<file path="src/rtl/pong_game_ctrl.sv">
// Game-flow controller for the VGA pong design: state machine, serve/over
// delay timer, BCD scores, remaining-ball count, pause and win detection.
module pong_game_ctrl #(
  parameter int NUM_BALLS    = 3,
  parameter int BALL_W       = 4,
  parameter int DIGITS       = 2,
  parameter int WIN_SCORE    = 9,
  parameter int DELAY_FRAMES = 120,
  parameter int TMR_W        = 8
) (
  input  logic                clk,
  input  logic                reset,
  input  logic                frame_tick,
  input  logic [3:0]          btn,
  input  logic                pause_btn,
  input  logic                l_hit,
  input  logic                r_hit,
  input  logic                l_mis,
  input  logic                r_mis,
  output logic                gra_still,
  output logic [2:0]          state,
  output logic [BALL_W-1:0]   balls_left,
  output logic [4*DIGITS-1:0] l_score,
  output logic [4*DIGITS-1:0] r_score,
  output logic                serve_dir,
  output logic [1:0]          winner,
  output logic                timer_up
);
  typedef enum logic [2:0] {
    NEWGAME = 3'd0, SERVE = 3'd1, PLAY = 3'd2, PAUSE = 3'd3, OVER = 3'd4
  } state_t;

  function automatic logic [4*DIGITS-1:0] to_bcd(input int val);
    logic [4*DIGITS-1:0] r;
    int v;
    r = '0;
    v = val;
    for (int d = 0; d < DIGITS; d++) begin
      r[4*d +: 4] = 4'(v % 10);
      v = v / 10;
    end
    return r;
  endfunction

  // Ripple +1 across BCD digits; an all-9s score keeps its value.
  function automatic logic [4*DIGITS-1:0] bcd_inc(input logic [4*DIGITS-1:0] v);
    logic [4*DIGITS-1:0] r;
    logic c;
    r = v;
    c = 1'b1;
    for (int d = 0; d < DIGITS; d++) begin
      if (c) begin
        if (r[4*d +: 4] == 4'd9) r[4*d +: 4] = 4'd0;
        else begin
          r[4*d +: 4] = r[4*d +: 4] + 4'd1;
          c = 1'b0;
        end
      end
    end
    return c ? v : r;
  endfunction

  localparam logic [4*DIGITS-1:0] WIN_BCD = to_bcd(WIN_SCORE);
  localparam bit                  WIN_EN  = (WIN_SCORE != 0);

  state_t              st, st_nxt;
  logic [TMR_W-1:0]    timer;
  logic                pause_q;
  logic                pause_rise;
  logic [4*DIGITS-1:0] l_next, r_next;
  logic                l_win, r_win;
  logic                any_mis;

  assign pause_rise = pause_btn & ~pause_q;
  assign l_next     = bcd_inc(l_score);
  assign r_next     = bcd_inc(r_score);
  assign l_win      = WIN_EN && (l_next == WIN_BCD);
  assign r_win      = WIN_EN && (r_next == WIN_BCD);
  assign any_mis    = l_mis | r_mis;
  assign state      = st;
  assign timer_up   = (timer == '0);

  always_ff @(posedge clk) begin
    if (reset) st <= NEWGAME;
    else       st <= st_nxt;
  end

  always_comb begin
    st_nxt = st;
    case (st)
      NEWGAME: if (btn != 4'd0) st_nxt = PLAY;
      PLAY: begin
        if (l_hit)        begin if (l_win) st_nxt = OVER; end
        else if (r_hit)   begin if (r_win) st_nxt = OVER; end
        else if (any_mis) st_nxt = (balls_left == '0) ? OVER : SERVE;
        else if (pause_rise) st_nxt = PAUSE;
      end
      PAUSE:   if (pause_rise) st_nxt = PLAY;
      SERVE:   if (timer_up && btn != 4'd0) st_nxt = PLAY;
      OVER:    if (timer_up) st_nxt = NEWGAME;
      default: st_nxt = NEWGAME;
    endcase
  end

  always_comb begin
    gra_still = (st != PLAY);
  end

  // Datapath; entering NEWGAME (from OVER or an illegal code) clears the game.
  always_ff @(posedge clk) begin
    if (reset) begin
      pause_q    <= 1'b1;
      timer      <= '0;
      balls_left <= BALL_W'(NUM_BALLS - 1);
      l_score    <= '0;
      r_score    <= '0;
      serve_dir  <= 1'b0;
      winner     <= 2'b00;
    end else begin
      pause_q <= pause_btn;
      if (st_nxt != st && (st_nxt == SERVE || st_nxt == OVER))
        timer <= TMR_W'(DELAY_FRAMES);
      else if (frame_tick && timer != '0)
        timer <= timer - 1'b1;

      if (st_nxt == NEWGAME) begin
        balls_left <= BALL_W'(NUM_BALLS - 1);
        l_score    <= '0;
        r_score    <= '0;
        winner     <= 2'b00;
      end else if (st == PLAY) begin
        if (l_hit) begin
          l_score <= l_next;
          if (l_win) winner <= 2'b01;
        end else if (r_hit) begin
          r_score <= r_next;
          if (r_win) winner <= 2'b10;
        end else if (any_mis) begin
          serve_dir <= ~l_mis;
          if (balls_left == '0)
            winner <= (l_score > r_score) ? 2'b01 :
                      (r_score > l_score) ? 2'b10 : 2'b11;
          else
            balls_left <= balls_left - 1'b1;
        end
      end
    end
  end
endmodule

</file>
<file path="config.mk">
export PLATFORM = sky130hd
export DESIGN_NAME = pong_game_ctrl
export DESIGN_NICKNAME = d
export VERILOG_FILES = /design/src/rtl/pong_game_ctrl.sv
export SDC_FILE = /design/constraint.sdc
export NUM_CORES = 1
export LEC_CHECK = 0
export BUFFER_PORTS_ARGS = -buffer_cell sky130_fd_sc_hd__buf_4
export CAP_MARGIN = 20
export CORE_MARGIN = 2
export CORE_UTILIZATION = 59
export DETAILED_ROUTE_END_ITERATION = 8
export PLACE_DENSITY = 0.84
export SLEW_MARGIN = 20
export SYNTH_ARGS = -nofsm -noshare
export SYNTH_HDL_FRONTEND = slang
export SYNTH_SLANG_ARGS = --single-unit
</file>
<file path="constraint.sdc">
create_clock -name clk -period 6.1 [get_ports clk]
set_input_delay 0 -clock clk [delete_from_list [all_inputs] [get_ports clk]]
set_output_delay 0 -clock clk [all_outputs]
set_load 0.05 [all_outputs]
</file>
After elaboration in Yosys (flattened, before gate mapping)
Index checks and enable logic that the tools add are counted.
{"block": "totals", "regBits": 35, "input_bits": 12, "out_inout_bits": 28}
{"block": "op_classes", "n_addsub": 6, "order_cmp": 2, "n_eq_ne": 16, "n_mux": 36, "n_bitwise": 8, "n_reduce_logical": 20}
{"op": "2-to-1 mux 3 bit", "count": 11}
{"op": "2-to-1 mux 4 bit", "count": 6}
{"op": "adder 4 x 1 -> 4 bit, second input constant", "count": 4}
{"op": "equality test 4 bit, second input constant", "count": 4}
{"op": "equality test 8 x 4 -> 1 bit, second input constant", "count": 2}
{"op": "greater-than comparator 8 bit", "count": 2}
{"op": "2-to-1 mux 8 bit", "count": 2}
{"op": "one-hot mux 3 bit (5 select lines)", "count": 1}
{"op": "AND reduction 5 bit", "count": 3}
{"op": "2-to-1 mux 2 bit", "count": 7}
{"op": "2-to-1 mux 7 bit", "count": 2}
{"op": "logical NOT 8 bit", "count": 1}
{"op": "nonzero test 8 bit", "count": 1}
{"op": "subtractor 8 x 1 -> 8 bit, second input constant", "count": 1}
{"op": "2-to-1 mux 1 bit", "count": 7}
{"op": "equality test 3 x 1 -> 1 bit, second input constant", "count": 2}
{"op": "equality test 3 x 2 -> 1 bit, second input constant", "count": 2}
{"op": "equality test 3 bit, second input constant", "count": 2}
{"op": "logical NOT 3 bit", "count": 2}
{"op": "inequality test 3 x 2 -> 1 bit, second input constant", "count": 2}
{"op": "inverter 1 bit", "count": 6}
{"op": "nonzero test 3 bit", "count": 2}
{"op": "logical NOT 4 bit", "count": 1}
{"op": "nonzero test 4 bit", "count": 1}
{"op": "other kinds (11)", "count": 14}

Logic depth before layout (Yosys ltp)
{"block": "logic_depth", "word_depth": 13, "ltp_mapped": 9}

Worst setup path after synthesis
No wires, ideal clock.
{"block": "synth_path", "path_type": "register -> register", "startpoint": "register st[1] (netlist: state[1])", "endpoint": "register l_score[0]", "setup_time_ns": 0.073, "arrival_time_ns": 2.608, "required_time_ns": 6.027, "path_slack_ns": 3.419, "path_stages_with_launch": 9, "n_path_buf": 2, "synth_period_minus_slack_ns": 2.681, "cell_sequence": "dfxtp_1 -> buf_4 -> nor3b_2 -> inv_1 -> nor3_1 -> a2111oi_4 -> a31o_1 -> buf_6 -> nor3_2"}
{"block": "synth_between", "elab_chain_cells": 7, "word_cells_on_any_way": 19, "classes_between": "eq/ne: 4; mux: 11; reduce/logical: 4"}
{"item": "start, declared", "line": "66", "rtl": "state_t st, st_nxt;"}
{"item": "start signal, assigned", "line": "85", "rtl": "else st <= st_nxt;"}
{"item": "2-to-1 mux 3 bit", "line": "96", "rtl": "else if (pause_rise) st_nxt = PAUSE;"}
{"item": "2-to-1 mux 3 bit", "line": "95", "rtl": "else if (any_mis) st_nxt = (balls_left == '0) ? OVER : SERVE;"}
{"item": "2-to-1 mux 3 bit", "line": "94", "rtl": "else if (r_hit) begin if (r_win) st_nxt = OVER; end"}
{"item": "2-to-1 mux 3 bit", "line": "93", "rtl": "if (l_hit) begin if (l_win) st_nxt = OVER; end"}
{"item": "one-hot mux 3 bit (5 select lines)", "line": "90", "rtl": "case (st)"}
{"item": "logical NOT 3 bit", "line": "126", "rtl": "if (st_nxt == NEWGAME) begin"}
{"item": "OR reduction 2 bit (no line)"}
{"item": "end signal, assigned", "line": "133", "rtl": "l_score <= l_next;"}
{"item": "end, declared", "line": "23", "rtl": "output logic [4*DIGITS-1:0] l_score,"}
Several ways; a longest one is shown, not always the timed one.
A chain may end at the register's enable or synchronous reset.

Final worst setup path
{"block": "layout_path", "startpoint": "register timer[0]", "endpoint": "register winner[1]"}
{"block": "layout_between", "elab_chain_cells": 6, "word_cells_on_any_way": 7, "classes_between": "mux: 3; reduce/logical: 4"}
{"item": "start, declared", "line": "67", "rtl": "logic [TMR_W-1:0] timer;"}
{"item": "start signal, assigned", "line": "122", "rtl": "timer <= TMR_W'(DELAY_FRAMES);"}
{"item": "start signal, assigned", "line": "124", "rtl": "timer <= timer - 1'b1;"}
{"item": "logical NOT 8 bit (*)", "line": "81", "rtl": "assign timer_up = (timer == '0);"}
{"item": "logical AND 1 bit", "line": "99", "rtl": "SERVE: if (timer_up && btn != 4'd0) st_nxt = PLAY;"}
{"item": "2-to-1 mux 3 bit", "line": "99"}
{"item": "one-hot mux 3 bit (5 select lines) (*)", "line": "90"}
{"item": "logical NOT 3 bit (*)", "line": "126"}
{"item": "OR reduction 2 bit (no line) (*)"}
{"item": "end signal, assigned", "line": "141", "rtl": "winner <= (l_score > r_score) ? 2'b01 :"}
{"item": "end, declared", "line": "26", "rtl": "output logic [1:0] winner,"}
Every way passes the cells marked *; elsewhere a longest branch is shown, timed or not.

==> results by group <==
Drt
  – Count of TritonRoute iterations in the first routing pass: 4
  – Drt total wl: 4.49 mm
  – Routed vias: 1880
  – DRC violations left: 0
  – Iteration-0 DRC count of the detailed router: 94
  – Per-cell routed wire length: 13.4 um
  – Detail-routed via count per cell: 5.63
  – Number of nets still failing antenna checks after routing: 0

Pwr
  – Relative contribution of sequential cells to total power: 0.371
  – Total power divided by cell area: 311 mW/mm2
  – Lkg Pwr: 1.04 nW
  – Share of total power in the clock network: 0.217
  – Switching share of total power: 0.385
  – IR drop worst, VDD: 0.164 mV
  – Combinational power share: 0.412
  – Internal power: 0.476 mW
  – Power dissipated by switching net loads: 0.298 mW

Synth
  – Portion of synthesized cell area occupied by the leading cell type: 0.342
  – Number of enable-type register cells in the synthesized netlist: 0
  – Largest area contributor in the netlist: sky130_fd_sc_hd__dfxtp_1
  – Mux share of post-synthesis cell area: 0.0153
  – Unique masters post-synth: 55
  – Most frequent cell after synthesis: sky130_fd_sc_hd__dfxtp_1
  – Syn nets: 266
  – Synth Area in Compound Gates: 0.157
  – Most used flip-flop cell after synthesis: sky130_fd_sc_hd__dfxtp_1
  – Average cell area after synthesis: 8.44 um2
  – Simple logic cell fraction of the synthesized area: 0.310
  – Cell area after synthesis: 0.00205 mm2
  – Adder and majority cell fraction of the synthesized area: 0.0671
  – Main combinational cell family by area after synthesis: simple AND/OR/NAND/NOR gates
  – Fraction of registers with async set/reset: 0
  – Top cells by area, synth: sky130_fd_sc_hd__dfxtp_1 34%, sky130_fd_sc_hd__ha_1 6.7%, sky130_fd_sc_hd__nor2_1 6.0%, sky130_fd_sc_hd__nand2_1 3.5%, sky130_fd_sc_hd__xor2_1 3.4%
  – Syn. warnings: 0
  – Post-synthesis cell count: 243
  – Sequential share of the synthesized area: 0.342
  – Commonest cells post-synth: 35 x sky130_fd_sc_hd__dfxtp_1, 33 x sky130_fd_sc_hd__nor2_1, 19 x sky130_fd_sc_hd__nand2_1
  – Synthesized flop and latch total: 35
  – Fraction of synthesized cell area in xor and xnor cells: 0.0598

Die
  – Initial Util: 0.615
  – Core Footprint: 0.00334 mm2
  – Chip Height: 63.0 um
  – Floorplan die area: 0.00396 mm2
  – I/O pin total: 40
  – Cell Rows: 21
  – Horizontal extent of the die: 63.0 um

STA
  – Achievable frequency: 350 MHz
  – Final-report setup violation count: 0
  – Actual transition at the worst max-transition pin: 817 ps
  – Unrepaired setup endpoints after global routing: false
  – Pins Over Slew Limit: 0
  – Final number of hold-violating endpoints: 0
  – Worst setup skew after layout: 18.0 ps
  – Post-route fraction of the period consumed by the critical path: 0.468
  – Slew HR: 0.451
  – Total negative slack: 0 ps
  – Post-route minimum period: 2860 ps

CTS
  – CTS H-tree depth: 2
  – Cells resized by post-CTS repair: 0
  – Number of buffers inserted for hold repair after clock tree synthesis: 5
  – Number of buffers inserted to repair setup after CTS: 0
  – Bufs on Longest Clock Path: 2
  – Clock Latency Late Sink: 360 ps
  – Number of clock sinks: 35
  – TritonCTS clock tree: done
  – Clock root buffer: sky130_fd_sc_hd__clkbuf_4
  – TritonCTS Buffers: 5
  – Clock transition at path regs: 130 ps

Hold path
  – Type of the worst min-delay path: in2reg

Critical path
  – Worst-path fanout max: 22
  – CP peak stage delay: 710 ps
  – Largest delay contributor family on the critical path: compound AO/OA/AOI/OAI gates
  – Required time reported for the critical path endpoint: 6370 ps
  – Buffer and inverter count on the worst path: 1
  – R2R Setup Slk: 3240 ps
  – Crit-path slowest cell: sky130_fd_sc_hd__a31o_1
  – Critical path class: reg2reg
  – Crit start category: flop
  – Critical path arrival: 3120 ps
  – Worst setup EP type: flop
  – Cell chain of the critical path: inv_1, ha_1, or3b_2, or4b_1, a22oi_2, a31o_1, o21ba_2

Cells and area
  – Number of nets in the final layout: 310
  – Ant diodes: 0
  – Area growth from synthesis to layout: 21.5%
  – Layout Cells excl Fill: 334
  – Ratio of cells with drive above 1 in the final layout: 0.233

Global routing
  – Number of global-route vias before repair: 1792
  – Initial antenna violation count: 0
  – First-pass GRT wire length: 7.77 mm
  – Overflow left after global routing: 0
  – Aggregate global-route resource usage: 0.245
  – Maximum number of pins on one net before global-route repair: 23

Status
  – Status: complete, no violations

Placed design
  – Post-DP HPWL: 3.26 mm
  – Placed insts: 321
  – Port Buffers: 39
  – Global placer's final weighted congestion: 0.844

Job
  – Max Cap Violations: 0
power by group through the flow:
stage               registers (mW)  clock network [mW]  logic [mW]
floorplan                    0.302                   0       0.237
global placement             0.291                   0       0.304
detailed placement           0.292                   0       0.314
CTS                          0.287               0.171       0.318
global route                 0.292               0.181       0.343
finish                       0.287               0.168       0.319
area by class of cell:
class | instances | area (um2)
Clock buffer | 5 | 37.5
Clock inverter | 3 | 43.8
Fill cell | 264 | 846
Inverter | 16 | 60.1
Multi-Input combinational cell | 185 | 1250
Sequential cell | 35 | 701
Tap cell | 46 | 57.6
Timing Repair Buffer | 44 | 343
layer usage:
metal / share of wire / GRT usage / vias up / wire length [um]
met1: 0.46 / 0.314 / 868 / 2060
li1: - / - / 946 / -
met5: 0 / 0 / - / 0
met4: 0.014 / 0.0889 / 0 / 64
met3: 0.059 / 0.0667 / 7 / 263
met2: 0.47 / 0.395 / 59 / 2100
metrics by stage:
step	hold slack [ps]	utilization	power (mW)	cell area (um2)	setup slack [ps]
floorplan	96.6	-	0.540	2050	3420
global placement	193	0.707	0.595	2360	3340
detailed placement	196	0.707	0.606	2360	3250
CTS	20.4	0.747	0.776	2490	3230
global route	47.4	0.747	0.816	2490	3050
finish	23.0	0.747	0.774	2490	3240
sequential cells by signal (all words and copies together), names as in the netlist:
name        count
serve_dir       1
balls_left      4
timer           8
pause_q         1
state           3
r_score         8
winner          2
l_score         8
cells in the final DEF (no fill, tap or decap), drive strengths merged, types with 3 or more instances in the layout:
master | netlist | routed
nand4 | 4 | 4
a21oi | 11 | 11
xnor2 | 6 | 6
xor2 | 8 | 8
nor3 | 11 | 11
o21ai | 12 | 12
nand3 | 7 | 7
nand2 | 19 | 19
or4 | 6 | 6
dfxtp | 35 | 35
clkbuf | 4 | 5
or2 | 3 | 3
inv | 16 | 16
buf | 3 | 39
dlygate4sd3 | 0 | 5
a211oi | 4 | 4
nor3b | 3 | 3
ha | 11 | 11
nor2 | 33 | 33
a31oi | 3 | 3
and3b | 3 | 3
nor4 | 4 | 4
nor2b | 7 | 7
worst reg2reg max path: stages (launching register included):
cell and delay [ps]:
sky130_fd_sc_hd__dfxtp_1 340, sky130_fd_sc_hd__inv_1 110, sky130_fd_sc_hd__ha_1 150, sky130_fd_sc_hd__or3b_2 460
sky130_fd_sc_hd__or4b_1 500, sky130_fd_sc_hd__a22oi_2 250, sky130_fd_sc_hd__a31o_1 710, sky130_fd_sc_hd__o21ba_2 250
cell families (layout without fill, tap and decap cells):
logic type	count (synthesis)	after routing
AND/OR/NAND/NOR	113	113
AO/OA/AOI/OAI	44	44
flip-flops	35	35
buffers and inverters	23	68
XOR/XNOR	14	14
adder cells (fa/ha/maj)	11	11
multiplexers	3	3
worst paths after layout:
kind | start | endpoint | depth (start not counted)
setup / recovery | timer[0] | winner[1] | 7
hold / removal | frame_tick | timer[2] | 4
setup reg to reg | timer[0] | winner[1] | 7
hold reg to reg | l_score[5] | l_score[5] | 2
Power figures use the tool's default switching activity.
